$ cat config.mk
export PLATFORM = sky130hd
export DESIGN_NAME = item_dispense_ctrl_flat
export DESIGN_NICKNAME = d
export VERILOG_FILES = /design/src/rtl/item_dispense_ctrl_if.sv /design/src/rtl/item_dispense_ctrl.sv /design/src/flat_wrapper.sv
export SDC_FILE = /design/constraint.sdc
export NUM_CORES = 1
export LEC_CHECK = 0
export CAP_MARGIN = 20
export CORE_MARGIN = 2
export CORE_UTILIZATION = 53
export CTS_CLUSTER_SIZE = 30
export DETAILED_ROUTE_END_ITERATION = 10
export PLACE_DENSITY = 0.81
export SKIP_LAST_GASP = 1
export SLEW_MARGIN = 20
export SYNTH_ARGS = -nofsm -noshare
export SYNTH_HDL_FRONTEND = slang
export SYNTH_SLANG_ARGS = --single-unit
$ cat constraint.sdc
create_clock -name clk -period 3.7 [get_ports clk]
set_clock_uncertainty 0.15 [all_clocks]
set_input_delay 0.555 -clock clk [delete_from_list [all_inputs] [get_ports clk]]
set_output_delay 0.555 -clock clk [all_outputs]
set_load 0.01 [all_outputs]
$ cat src/rtl/item_dispense_ctrl_if.sv
// Dispense request/response bundle between the transaction FSM (master)
// and item_dispense_ctrl (slave).
interface item_dispense_ctrl_if #(
  parameter int NUM_ITEMS = 4,
  parameter int SEL_W     = 2
);
  logic [SEL_W-1:0]     item_select;
  logic                 dispense_req;
  logic                 end_trans;
  logic                 restock;
  logic [NUM_ITEMS-1:0] item_out;
  logic                 busy;
  logic                 done;
  logic                 reject;
  logic [NUM_ITEMS-1:0] sold_out;

  modport master (
    output item_select, dispense_req, end_trans, restock,
    input  item_out, busy, done, reject, sold_out
  );

  modport slave (
    input  item_select, dispense_req, end_trans, restock,
    output item_out, busy, done, reject, sold_out
  );
endinterface

$ cat src/rtl/item_dispense_ctrl.sv
// Validated one-hot item dispense controller with per-item stock tracking.
// Stock counters/sold-out logic are built only when DISPENSE_STOCK_EN is defined.
`ifdef DISPENSE_STOCK_EN
module item_stock_cnt #(
  parameter int STOCK_W    = 4,
  parameter int INIT_STOCK = 15
) (
  input  logic clk,
  input  logic rst_n,
  input  logic dec_i,
  input  logic load_i,
  output logic empty_o
);
  logic [STOCK_W-1:0] stock_q, stock_d;

  // Reload beats a same-cycle decrement; zero never wraps.
  always_comb begin
    stock_d = stock_q;
    if (load_i)                      stock_d = STOCK_W'(INIT_STOCK);
    else if (dec_i && stock_q != '0) stock_d = stock_q - 1'b1;
  end

  always_ff @(posedge clk or negedge rst_n) begin
    if (!rst_n) stock_q <= STOCK_W'(INIT_STOCK);
    else        stock_q <= stock_d;
  end

  assign empty_o = (stock_q == '0);
endmodule
`endif

module item_dispense_ctrl #(
  parameter int NUM_ITEMS    = 4,
  parameter int SEL_W        = 2,
  parameter int PULSE_CYCLES = 4,
  parameter int STOCK_W      = 4,
  parameter int INIT_STOCK   = 15
) (
  input  logic                 clk,
  input  logic                 rst_n,
  item_dispense_ctrl_if.slave  bus
);
  localparam int SEL_N = 1 << SEL_W;
  localparam logic [1:0] S_IDLE = 2'd0;
  localparam logic [1:0] S_DISP = 2'd1;
  localparam logic [1:0] S_DONE = 2'd2;
  localparam logic [NUM_ITEMS-1:0] ONE_HOT0 = {{(NUM_ITEMS-1){1'b0}}, 1'b1};

  logic [1:0]           state_q, state_d;
  logic [SEL_W-1:0]     idx_q, idx_d;
  logic [7:0]           cnt_q, cnt_d;
  logic                 reject_q, reject_d;
  logic [NUM_ITEMS-1:0] empty;
  logic [SEL_N-1:0]     empty_pad;
  logic                 sel_bad;

  // Pad so an out-of-range select can index safely.
  assign empty_pad = SEL_N'(empty);
  assign sel_bad   = (int'(bus.item_select) >= NUM_ITEMS) || empty_pad[bus.item_select];

  always_comb begin
    state_d  = state_q;
    idx_d    = idx_q;
    cnt_d    = cnt_q;
    reject_d = 1'b0;
    case (state_q)
      S_IDLE: begin
        if (bus.dispense_req && !bus.end_trans) begin
          if (sel_bad) begin
            reject_d = 1'b1;
          end else begin
            idx_d   = bus.item_select;
            cnt_d   = 8'(PULSE_CYCLES - 1);
            state_d = S_DISP;
          end
        end
      end
      S_DISP: begin
        if (bus.end_trans)    state_d = S_IDLE;
        else if (cnt_q == '0) state_d = S_DONE;
        else                  cnt_d   = cnt_q - 8'd1;
      end
      S_DONE:  state_d = S_IDLE;
      default: state_d = S_IDLE;
    endcase
  end

  always_ff @(posedge clk or negedge rst_n) begin
    if (!rst_n) begin
      state_q  <= S_IDLE;
      idx_q    <= '0;
      cnt_q    <= '0;
      reject_q <= 1'b0;
    end else begin
      state_q  <= state_d;
      idx_q    <= idx_d;
      cnt_q    <= cnt_d;
      reject_q <= reject_d;
    end
  end

  // end_trans cuts the actuator drive combinationally in every state.
  assign bus.item_out = (state_q == S_DISP && !bus.end_trans) ? (ONE_HOT0 << idx_q) : '0;
  assign bus.busy     = (state_q == S_DISP) || (state_q == S_DONE);
  assign bus.done     = (state_q == S_DONE);
  assign bus.reject   = reject_q;

`ifdef DISPENSE_STOCK_EN
  logic                 finish;
  logic [NUM_ITEMS-1:0] dec;

  assign finish = (state_q == S_DISP) && (cnt_q == '0) && !bus.end_trans;

  for (genvar g = 0; g < NUM_ITEMS; g++) begin : g_stock
    assign dec[g] = finish && (idx_q == SEL_W'(g));
    item_stock_cnt #(
      .STOCK_W    (STOCK_W),
      .INIT_STOCK (INIT_STOCK)
    ) u_cnt (
      .clk     (clk),
      .rst_n   (rst_n),
      .dec_i   (dec[g]),
      .load_i  (bus.restock),
      .empty_o (empty[g])
    );
  end

  assign bus.sold_out = empty;
`else
  logic unused_restock;
  assign unused_restock = bus.restock;
  assign empty          = '0;
  assign bus.sold_out   = '0;
`endif
endmodule
$ cat src/flat_wrapper.sv
// flat-port wrapper written by rule: the top's interface ports become plain ports
module item_dispense_ctrl_flat 
#(
  parameter int NUM_ITEMS    = 4,
  parameter int SEL_W        = 2,
  parameter int PULSE_CYCLES = 4,
  parameter int STOCK_W      = 4,
  parameter int INIT_STOCK   = 15
)
  (clk, rst_n, bus_item_select, bus_dispense_req, bus_end_trans, bus_restock, bus_item_out, bus_busy, bus_done, bus_reject, bus_sold_out);
  item_dispense_ctrl_if #(.NUM_ITEMS(NUM_ITEMS), .SEL_W(SEL_W)) bus_i ();
  input  logic clk;
  input  logic rst_n;
  input wire logic [$bits(bus_i.item_select)-1:0] bus_item_select;
  input wire logic [$bits(bus_i.dispense_req)-1:0] bus_dispense_req;
  input wire logic [$bits(bus_i.end_trans)-1:0] bus_end_trans;
  input wire logic [$bits(bus_i.restock)-1:0] bus_restock;
  output wire logic [$bits(bus_i.item_out)-1:0] bus_item_out;
  output wire logic [$bits(bus_i.busy)-1:0] bus_busy;
  output wire logic [$bits(bus_i.done)-1:0] bus_done;
  output wire logic [$bits(bus_i.reject)-1:0] bus_reject;
  output wire logic [$bits(bus_i.sold_out)-1:0] bus_sold_out;
  assign bus_i.item_select = bus_item_select;
  assign bus_i.dispense_req = bus_dispense_req;
  assign bus_i.end_trans = bus_end_trans;
  assign bus_i.restock = bus_restock;
  assign bus_item_out = bus_i.item_out;
  assign bus_busy = bus_i.busy;
  assign bus_done = bus_i.done;
  assign bus_reject = bus_i.reject;
  assign bus_sold_out = bus_i.sold_out;
  item_dispense_ctrl #(.NUM_ITEMS(NUM_ITEMS), .SEL_W(SEL_W), .PULSE_CYCLES(PULSE_CYCLES), .STOCK_W(STOCK_W), .INIT_STOCK(INIT_STOCK)) u_core (.clk(clk), .rst_n(rst_n), .bus(bus_i));
endmodule
==> metrics.md, run 1 <==
| Metric | Value |
|---|---|
| Worst Max-Slew Pin Slew | between 0.5 and 0.6 ns |
| Via count | between 600 and 700 |
| Gpl congestion | roughly 0.77 |
| Final std cells w/o fill | roughly 120 |
| Placed Cells | ~110 |
| Wire per inst | approximately 14 µm |
| Placed inst area | 928 µm² |
| Setup-failing EPs final | 0 |
| Setup crit end kind | output port |
| Average via count per standard cell | between 5 and 6 |
| Share of cells above drive strength 1 | 8.91% |
| Worst slew margin | between 60 and 70% |
| Crit path time final | approximately 2.9 ns |
| Leak | 0.429 nW |
| Root buf cell | clkbuf_4 |
| Power per cell area | ~600 nW/µm² |
| Cell area after layout | around 960 µm² |
| Largest net degree at the start of global routing | 19 |
| Total Nets Final | around 110 |
| Critical R2R Launch | u_core.cnt_q[0]$_DFFE_PN0P_ |
| CP startpoint kind | flop |
| Clk_lat worst skew | 0.28 ns |
| Die Span Y | 43.9 µm |
| Final Hold Fails | 0 |
| Synth cell count leaders | 12 x dfrtp_1, 7 x inv_1, 6 x buf_4, 5 x ha_1, 5 x nand3_1 |
| Mapped Cells | approximately 90 |
| Hold path start | u_core.cnt_q[0]$_DFFE_PN0P_ |
| Number of port buffers | 11 |
| Crit-path max FO | 18 |
| GR Layer Usage met1 | between 20% and 30% |
| Synth Warn # | 0 |
| Die width | about 44 µm |
| Ports | 18 |
| Row cnt | 14 |
| Worst Setup Path Type | flop to output port |
| DRT Wirelength | 1.60 mm |
| H-tree Lvls | 1 |
| FFs w/ async S/R, synth | 100% |
| Hold buffers post-CTS | 0 |
| Total track usage | around 20% |
| Layout area overhead | 14.4% |
| Global-route wire length before repair | 2.80 mm |
| # diodes | 0 |
| Worst Setup SP | u_core.state_q[1]$_DFFE_PN0P_ |
| Most Crowded Layer GR | met2 |
| Die area | roughly 1900 µm² |
| Most common cell in the synthesized netlist | dfrtp_1 |
| CTS Buf Count | 3 |
| Fmax | approximately 340 MHz |
| Top-area cell type share of the netlist area | a little over a third |
| Syn Area/Cell | 9.27 µm² |
| Unique masters post-synth | 37 |
| Post-route antenna net violation count | 0 |
| Cells taking the most area after synthesis | dfrtp_1 36%, ha_1 7.4%, buf_4 5.3%, a32o_1 4.7%, inv_1 3.1% |
| Pre-antenna DRT Iters | 4 |
| Setup Fix Bufs, Post-CTS | 0 |
| CTS Sinks | 12 |
| Peak VDD IR | between 0.3 and 0.4 mV |
| Met3 Use GR | under 10% |
| WP data arrival | ~2.2 ns |
| Worst hold path type | flop to flop |
| Core area | around 1500 µm² |
| Bufs on Longest Clock Path | 2 |
| Worst path required time | 2.99 ns |
| Post-route DRC | 0 |
| Setup TNS | 0 ns |
| Max-cap violation count | 0 |
| Slew Viols, Final | 0 |
| Register area share after synthesis | between 30% and 40% |
| RSZ-0062 raised after global routing | no |
| DR iter-0 viols | 20 |
| Post-cts sizing count | 0 |
| Number of enable flip-flop cells after synthesis | 0 |
| DP HPWL | between 1 and 1.5 mm |
| Grt met2 use | about a third |
| Tcrit/Tclk final | between 70% and 80% |
| Outcome | complete, no violations |
| CTS tree | built |
| Clock transition at path regs | 0.07 ns |
| Initial antenna violation count | 0 |
| Post-synth top flop | dfrtp_1 |
| Initial Utilization | a little under three fifths |
| GRT overflow | 0 |
| Cell type with the largest total area after synthesis | dfrtp_1 |
| Vias in the first global route | about 640 |
| Synth Cell Area | 843 µm² |
| Power after layout | 0.000589 W |
| Synthesized flop and latch total | 12 |
-- metrics by stage --
| stage | setup WS (ns) | util, % | hold WS [ns] |
|---|---|---|---|
| 2_1_floorplan | 1.69 | - | 0.109 |
| 3_3_place_gp | 0.984 | 61.6 | 0.366 |
| 3_5_place_dp | 0.922 | 61.6 | 0.387 |
| 4_1_cts | 0.789 | 64.0 | 0.404 |
| 5_1_grt | 0.626 | 64.0 | 0.423 |
| 6_report | 0.799 | 64.0 | 0.403 |
-- cell type report --
type	count	area, µm²
Clock buffer	4	36.3
Fill cell	124	542
Inverter	7	26.3
Multi-Input combinational cell	66	464
Sequential cell	12	300
Tap cell	16	20.0
Timing Repair Buffer	12	118
-- power breakdown --
group          total, W  internal, W  switching, W
clock network  0.000106    0.0000599     0.0000456
registers      0.000220     0.000173     0.0000477
logic          0.000263     0.000122      0.000142
total          0.000589     0.000354      0.000235
-- cells in the final DEF (no fill, tap or decap) --
| cell | instances |
|---|---|
| and3_1 | 1 |
| nor3_1 | 2 |
| a32o_1 | 4 |
| clkbuf_4 | 3 |
| conb_1 | 5 |
| o31ai_1 | 1 |
| buf_4 | 1 |
| dfrtp_1 | 12 |
| o2111ai_1 | 1 |
| clkbuf_8 | 1 |
| nor3b_1 | 1 |
| and2_4 | 1 |
| o21ai_1 | 1 |
| nand4_1 | 2 |
| o21a_1 | 2 |
| or4_1 | 1 |
| mux2i_1 | 1 |
| nand3_2 | 1 |
| clkdlybuf4s50_1 | 11 |
| nor2b_1 | 3 |
| nor4_4 | 1 |
| mux2_1 | 2 |
| or2_1 | 1 |
| inv_1 | 7 |
| nand2b_1 | 4 |
| nand3_1 | 5 |
| nor2_1 | 3 |
| nor4b_1 | 1 |
| o21ai_0 | 1 |
| ha_1 | 5 |
| a21oi_1 | 4 |
| nor4_1 | 2 |
| o221ai_1 | 1 |
| or3_1 | 1 |
| a31oi_1 | 1 |
| nand2_1 | 4 |
| o211ai_1 | 2 |
| nor2_2 | 1 |
-- flip-flops by register name (all words and copies together), names as in the netlist --
register        count
u_core.idx_q        2
u_core.state_q      2
u_core.cnt_q        8
-- path summary, 6_finish.rpt --
kind	to	slack, ns	cells past startpoint
worst max-delay path	bus_item_out[2]	0.80	7
worst min-delay path	u_core.cnt_q[0]$_DFFE_PN0P_	0.40	1
worst max register to register	u_core.cnt_q[5]$_DFFE_PN0P_	1.66	6
worst min register to register	u_core.cnt_q[0]$_DFFE_PN0P_	0.40	1
max in group asynchronous	u_core.cnt_q[2]$_DFFE_PN0P_	2.57	1
min in group asynchronous	u_core.cnt_q[3]$_DFFE_PN0P_	0.47	1
-- metal layers --
metal / vias to the layer above / routed length, µm
li1: 340 / -
met1: 319 / 689
met4: 0 / 34
met3: 5 / 95
met2: 29 / 782
met5: - / 0
-- cell families after synthesis --
group                      Yosys count  synth area share (%)
adders and majority gates            5                  7.42
and+or+nand+nor                     35                  26.0
muxes                                3                  3.86
other                                1                 0.445
AOI/OAI and AO/OA                   18                  15.6
DFF                                 12                  35.6
buffers and inverters               17                  11.1
-- worst max-delay path, cell delays in order, from the launching register on --
cell	delay (ns)
dfrtp_1	0.38
inv_1	0.10
ha_1	0.15
buf_4	0.21
nor2b_1	0.31
nand2_1	0.09
nor2_1	0.12
clkdlybuf4s50_1	0.56
No activity file was read; power rests on OpenSTA's default activity.
==> inputs of run 2 (changes only) <==
CORE_UTILIZATION = 44   (was 53)
PLACE_DENSITY = 0.71   (was 0.81)
clock period = 2.4 ns   (was 3.7 ns; I/O delays follow)
==> run 2 against run 1 <==
  * Critical path depth shrank 1
  * Hold slack got worse by 0.12 ns
  * Global-route usage down 4.2 points
  * Core utilization is 7.3 points lower
  * Register-to-register slack got worse by 1.2 ns
  * First-iteration DRC count is 75% lower
  * Sequential share of layout area fell by 1.1 points
  * Final cell count up 9.4%
==> metrics.md, run 2 (synthesized netlist as in run 1, its figures left out) <==
| Metric | Value |
|---|---|
| Final std cells w/o fill | around 130 |
| Fmax | 435 MHz |
| H-tree Lvls | 1 |
| Max reg flops | 8 |
| Leak | 0.447 nW |
| Final Hold Fails | 0 |
| Initial antenna violation count | 0 |
| Via count | 674 |
| DRT Wirelength | about 1.5 mm |
| Number of port buffers | 11 |
| RSZ-0062 raised after global routing | no |
| GRT overflow | 0 |
| Ports | 18 |
| Die area | between 2000 and 2500 µm² |
| Cell family with most CP delay | buffers and inverters |
| Total Nets Final | roughly 120 |
| Critical path, cell by cell | inv_1 -> ha_1 -> nor2b_4 -> nand2_1 -> nor2_1 -> clkdlybuf4s50_1 |
| Slew Viols, Final | 0 |
| Pint | between 0.0005 and 0.0006 W |
| Sequential Area | approximately 300 µm² |
| Tcrit/Tclk final | a little over nine tenths |
| Die width | 47.8 µm |
| Placed Cells | approximately 120 |
| Largest net degree at the start of global routing | 18 |
| Biggest regs | u_core.cnt_q (8), u_core.idx_q (2), u_core.state_q (2) |
| Crit path time final | approximately 2.3 ns |
| Wire per inst | between 10 and 15 µm |
| Power after layout | roughly 0.00091 W |
| Hold buffers post-CTS | 0 |
| Critical path's slowest cell | clkdlybuf4s50_1 |
| Met3 WL | 80 µm |
| Routed wl met2 | a little over 700 µm |
| Total track usage | around 16% |
| Switching Fraction | around two fifths |
| Cell area after layout | about 1000 µm² |
| Sequential Power Share | between 30% and 40% |
| # diodes | 0 |
| Setup Fix Bufs, Post-CTS | 0 |
| Fill cells | approximately 180 |
| Setup-failing EPs final | 0 |
| Pre-antenna DRT Iters | 4 |
| Max-cap violation count | 0 |
| Worst Max-Slew Pin Slew | between 0.5 and 0.6 ns |
| CTS Sinks | 12 |
| Multi-input gate area | between 400 and 500 µm² |
| Commonest non-fill, non-tap cell in the layout | dfrtp_1 |
| Root buf cell | clkbuf_4 |
| Core area | 1760 µm² |
| Global-route wire length before repair | ~2.4 mm |
| Gpl congestion | ~0.85 |
| Bufs on Longest Clock Path | 2 |
| CP startpoint kind | flop |
| DR iter-0 viols | 5 |
| CTS tree | built |
| Worst slew margin | between 60 and 70% |
| Share of cells above drive strength 1 | around an eighth |
| Row cnt | 15 |
| Clk_lat worst skew | roughly 0.27 ns |
| Average via count per standard cell | 5.27 |
| Psw | 0.000349 W |
| Placed inst area | roughly 950 µm² |
| Clock share of power | between 15 and 20% |
| Clock transition at path regs | 0.08 ns |
| Outcome | complete, no violations |
| WP data arrival | ~1.8 ns |
| Die Span Y | 47.8 µm |
| Peak VDD IR | 0.631 mV |
| Crit-path max FO | 4 |
| Most flops, register | u_core.cnt_q |
| Post-route antenna net violation count | 0 |
| CTS Buf Count | 3 |
| Post-route DRC | 0 |
| Worst Path Buf+Inv | 2 |
| DP HPWL | approximately 1.1 mm |
| Initial Utilization | between 40% and 50% |
| Layout area overhead | 18.7% |
| WL met1 | around 700 µm |
| DR top layer | met4 |
| Vias in the first global route | roughly 570 |
| Worst hold path type | primary input to asynchronous set/reset pin |
| Comb pwr share | approximately 46% |
| Setup crit end kind | output port |
| Setup TNS | 0 ns |
| Worst Setup Path Type | flop to output port |
| Critical Path Max Stage Delay | approximately 0.54 ns |
| Worst path required time | 1.89 ns |
| Most frequent cells in the layout | 12 x dfrtp_1, 10 x clkdlybuf4s50_1, 7 x inv_1 |
| Power per cell area | just over 900 nW/µm² |
run 2: cell count changes in the layout (fill, tap and decap cells not counted), sizes merged:
cell           before  now
dlygate4sd2         0    1
clkdlybuf4s50      11   10
buf                 1    3
run 2: stage by stage:
step / util [%] / hold slack, ns / setup slack, ns
finish: 56.7 / 0.285 / 0.101
global route: 56.7 / 0.320 / 0.00516
CTS: 56.3 / 0.297 / -0.0127
detailed placement: 54.1 / 0.374 / 0.112
global placement: 54.1 / 0.373 / 0.120
floorplan: - / -0.0856 / 0.505
run 2: per-layer routing:
| layer | global-route usage, % | vias to the layer above |
|---|---|---|
| met2 | 24.3 | 15 |
| met3 | 2.26 | 2 |
| li1 | - | 345 |
| met4 | 9.73 | 0 |
| met5 | 0 | - |
| met1 | 20.0 | 312 |
run 2: cell type report:
cell class,count,share of cell area (%)
multi-input combinational,66,47.1
sequential,12,30.0
timing repair buffer,14,13.5
clock buffer,4,3.62
tap,25,3.13
inverter,7,2.63
run 2: final timing paths:
| kind | slack [ns] | from | endpoint | cells after the start |
|---|---|---|---|---|
| setup / recovery | 0.10 | u_core.state_q[1]$_DFFE_PN0P_ | bus_item_out[2] | 6 |
| hold / removal | 0.28 | rst_n | u_core.cnt_q[4]$_DFFE_PN0P_ | 1 |
| setup reg to reg | 0.50 | u_core.cnt_q[0]$_DFFE_PN0P_ | u_core.cnt_q[2]$_DFFE_PN0P_ | 6 |
| hold reg to reg | 0.39 | u_core.cnt_q[0]$_DFFE_PN0P_ | u_core.cnt_q[0]$_DFFE_PN0P_ | 1 |
| max in group asynchronous | 1.45 | rst_n | u_core.cnt_q[7]$_DFFE_PN0P_ | 1 |
| min in group clk | 0.39 | u_core.cnt_q[0]$_DFFE_PN0P_ | u_core.cnt_q[0]$_DFFE_PN0P_ | 1 |
run 2: repair_timing:
action,4_1_cts,5_1_grt
pin swaps,0,0
endpoints found under the setup margin,1,3
resized for setup,2,2
run 2: power by group through the flow:
stage	combinational, W	sequential, W	clock, W
floorplan	0.000320	0.000323	0
CTS	0.000416	0.000338	0.000165
detailed placement	0.000410	0.000341	0
global route	0.000476	0.000348	0.000173
finish	0.000417	0.000337	0.000157
global placement	0.000397	0.000338	0
==> RTL edit 1: new RTL, settings of run 1 <==
Add a define of `DISPENSE_STOCK_EN`.
--- a/src/rtl/item_dispense_ctrl.sv
+++ b/src/rtl/item_dispense_ctrl.sv
@@ -1,4 +1,6 @@
 // Validated one-hot item dispense controller with per-item stock tracking.
 // Stock counters/sold-out logic are built only when DISPENSE_STOCK_EN is defined.
+`define DISPENSE_STOCK_EN
+
 `ifdef DISPENSE_STOCK_EN
 module item_stock_cnt #(
Check against the original RTL: no difference found for any inputs over 10 cycles, from zero or initial values and one cycle with rst_n low; that may be too few to reach the edited logic, so the function may still have changed.
==> RTL edit 1 against run 1 <==
  * Design area is 110% higher
  * Routed wire length is 130% higher
  * Power is 57% higher
  * Setup slack worse by 0.16 ns
  * Sequential cell count is 17 higher
  * Synthesized area is 120% higher
  * Non-clock buffer count is 6 higher
  * Via count is 100% higher
  * Sequential power is 85% higher
  * Critical endpoint unchanged
  * Highest routed layer unchanged
==> RTL edit 1: results (changes against run 1) <==
stage	metric	value	unit	change
min_path	hold_path_class	in2async		
final_layout	drive_gt1_share	15.5	%	+6.5 points
synth	synth_area_leaders	dfstp_2 (23%), dfrtp_1 (18%), ha_1 (8.9%), nand2b_1 (4.8%), xnor2_1 (4.3%)		
sta	max_slew_margin	53.5	%	-11 points
global_route	grt_use_total	21.3	%	+1.6 points
critical_path	worst_r2r_path_depth	7		+1
global_route	grt_max_degree	23		+4
global_route	grt_use_met2	35.2	%	+2.6 points
final_layout	final_util	61.9	%	-2.1 points
clocking	htreeDepth	2		+1
pwr	p_leak	0.955	nW	+120%
outcome	status	finished, final reports clean		
final_layout	seq-cell-share	36.1	%	+4.9 points
final_layout	fin_nets	226		+98%
critical_path	crit_path_max_fanout	13		-5
drt	drtIter0Drc	68		+240%
drt	drt-met1-wl	1620	µm	+140%
place	port_buffers	17		+6
final_layout	clkCellAreaFrac	2.48	%	-1.3 points
final_layout	multi_input_area_share	46.7	%	-1.4 points
final_layout	num-clock-buffers	6		+2
place	dp_hpwl	2810	µm	+140%
clocking	cts.reportedPaths.clkPinSlew	0.10	ns	+0.03 ns
final_layout	num-multi-input-gates	132		+100%
synth	ys_top_cells_by_count	inv_1 (20), dfstp_2 (16), nor2_1 (16)		
pwr	seq_power_share	43.9	%	+6.5 points
global_route	grt_pass1_wl	6560	µm	+130%
drt	wl_met3	191	µm	+100%
final_layout	regMostFlops	u_core.g_stock.u_cnt.stock_q		
place	dpl.cell_count	245		+120%
synth	syn_area_per_cell	9.72	µm²	+4.9%
place	dp_slack	0.863	ns	-0.0585 ns
global_route	grtUsageMet3	6.85	%	+4.3 points
RTL edit 1: changes by cell type in the layout (fill, tap and decap cells not counted), moves of 4 or more:
cell / run 1 / this run
a211o_1: 0 / 4
a21oi_1: 4 / 9
clkdlybuf4s50_1: 11 / 16
conb_1: 5 / 0
dfstp_2: 0 / 16
ha_1: 5 / 13
inv_1: 7 / 20
nand2_1: 4 / 8
nand2b_1: 4 / 14
nor2_1: 3 / 16
nor3_1: 2 / 7
xnor2_1: 0 / 9
RTL edit 1: cells by family after synthesis:
group | after synthesis | share of synthesized area, %
flip-flops | 29 | 40.8
XOR/XNOR | 12 | 5.75
adder cells (fa/ha/maj) | 13 | 8.90
buffers and inverters | 27 | 6.43
multiplexers | 2 | 1.23
AO/OA/AOI/OAI | 32 | 13.3
AND/OR/NAND/NOR | 73 | 23.5
==> RTL edit 2: new RTL, config.mk and constraints of run 1 <==
Without the edit above. `NUM_ITEMS` is set to 4 in 3 places; all go to 5.
--- a/src/rtl/item_dispense_ctrl_if.sv
+++ b/src/rtl/item_dispense_ctrl_if.sv
@@ -2,5 +2,5 @@
 // and item_dispense_ctrl (slave).
 interface item_dispense_ctrl_if #(
-  parameter int NUM_ITEMS = 4,
+  parameter int NUM_ITEMS = 5,
   parameter int SEL_W     = 2
 );
--- a/src/rtl/item_dispense_ctrl.sv
+++ b/src/rtl/item_dispense_ctrl.sv
@@ -31,5 +31,5 @@
 
 module item_dispense_ctrl #(
-  parameter int NUM_ITEMS    = 4,
+  parameter int NUM_ITEMS    = 5,
   parameter int SEL_W        = 2,
   parameter int PULSE_CYCLES = 4,
--- a/src/flat_wrapper.sv
+++ b/src/flat_wrapper.sv
@@ -2,5 +2,5 @@
 module item_dispense_ctrl_flat 
 #(
-  parameter int NUM_ITEMS    = 4,
+  parameter int NUM_ITEMS    = 5,
   parameter int SEL_W        = 2,
   parameter int PULSE_CYCLES = 4,
Ports: changed (resized bus_item_out and bus_sold_out); port bits go from 18 to 20. No check against the original RTL was run, so the function may have changed too.
==> RTL edit 2 against run 1 <==
  * Synthesized area grew 1.8%
  * Sequential cell count unchanged
  * Sequential share of layout area up 0.45 points
  * Maximum frequency fell by 5.5%
  * Largest cell class unchanged
  * Setup slack worse by 0.17 ns
  * Clock power fell by 26%
  * Critical path depth down 2
  * Via count down 3.3%
  * Register-to-register slack got worse by 0.13 ns
  * Power decreased by 5.4%
  * Design area shrank 1.4%
  * Routed wire length fell by 3.4%
==> RTL edit 2: results (changes against run 1) <==
stage	metric	value	unit	change
pwr	vdd_ir_drop_max	446	µV	+26%
place	dp_slack	0.911	ns	-0.0108 ns
drt	vias_per_cell	5.78		-2.5%
global_route	grt_pass1_wl	2710	µm	-3.2%
final_layout	regArea	300	µm²	unchanged
place	gp_congestion	0.780		+1.0%
global_route	antenna_found_initial	0		unchanged
drt	drt_pass1_iterations	4		unchanged
clocking	clock_latency	0.27	ns	
critical_path	max_stage_delay	0.54	ns	-0.02 ns
pwr	comb_power	260	µW	
final_layout	area_growth	10.8	%	
outcome	status	finished, final reports clean		
drt	wirelength	1550	µm	-3.4%
synth	synthAdderAreaFrac	7.29	%	-0.13 points
global_route	grt_max_degree	19		unchanged
drt	drtIter0Drc	9		-55%
critical_path	worstReg2RegStart	u_core.state_q[1]		
final_layout	seq_cell_count	12		unchanged
synth	synth_cells	92		+1.1%
synth	ys_top_cells_by_count	dfrtp_1 (12), buf_4 (8), inv_1 (7)		
global_route	grt_use_total	18.8	%	-0.89 points
place	dp_hpwl	1150	µm	-0.67%
final_layout	nonClkBufAreaFrac	11.6	%	-0.61 points
critical_path	crit_path_max_fanout	18		unchanged
synth	synth_cell_types	37		unchanged
sta	setup_violations	0		unchanged
synth	synth_compound_area_share	15.3	%	-0.27 points
final_layout	multi_input_area	472	µm²	+1.6%
synth	synth_area_leaders	dfrtp_1 (35%), ha_1 (7.3%), buf_4 (7.0%), a32o_1 (4.7%), inv_1 (3.1%)		
place	port_buffers	11		unchanged
synth	seq_area_frac_synth	35.0	%	-0.62 points
global_route	grt_pass1_vias	630		-0.79%
sta	max_slew_margin	61.6	%	-2.7 points
final_layout	num-multi-input-gates	67		+1.5%
critical_path	regToRegEndpoint	u_core.cnt_q[6]		
clocking	clock-root-buffer	clkbuf_4		
final_layout	n_all_buffers	11		-1
pwr	powerDensity	586	nW/µm²	-4.0%
pwr	p_switching	227	µW	-3.3%
synth	synth.area.mux_share	3.79	%	-0.067 points
final_layout	clkCellAreaFrac	2.37	%	-1.4 points
clocking	cts_resized	0		unchanged
sta	hold_slack	0.386	ns	-0.0172 ns
final_layout	drive_gt1_share	7.00	%	-1.9 points
min_path	holdPathStages	1		unchanged
final_layout	fillers	134		+8.1%
pwr	p_leak	0.421	nW	-1.8%
critical_path	r2r_slack	1.53	ns	-0.13 ns
clocking	htreeDepth	1		unchanged
drt	wl_per_cell	13.3	µm	-2.5%
[RTL edit 2: cell types whose count changed after synthesis, sizes merged]
| cell | delta |
|---|---|
| nor2 | -1 |
| nand2 | -1 |
| buf | +2 |
| nor3b | +1 |
[RTL edit 2: worst max-delay path by stage]
stage,end,cells past startpoint,start,slack (ns)
floorplan,bus_item_out[1],6,u_core.state_q[1],1.72
global placement,bus_item_out[2],4,bus_end_trans,0.99
detailed placement,bus_item_out[3],5,u_core.state_q[1],0.91
CTS,bus_item_out[3],5,u_core.state_q[1],0.62
global route,bus_item_out[3],5,u_core.state_q[1],0.43
finish,bus_item_out[3],5,u_core.state_q[1],0.63
[RTL edit 2: metal layers]
layer  GRT usage [%]  vias to the layer above  share of wire, %
met1            25.8                      318                43
met4            7.27                        0               1.9
met5               0                        -                 0
met2            30.3                       15                50
li1                -                      332                 -
met3            2.45                        5               4.7
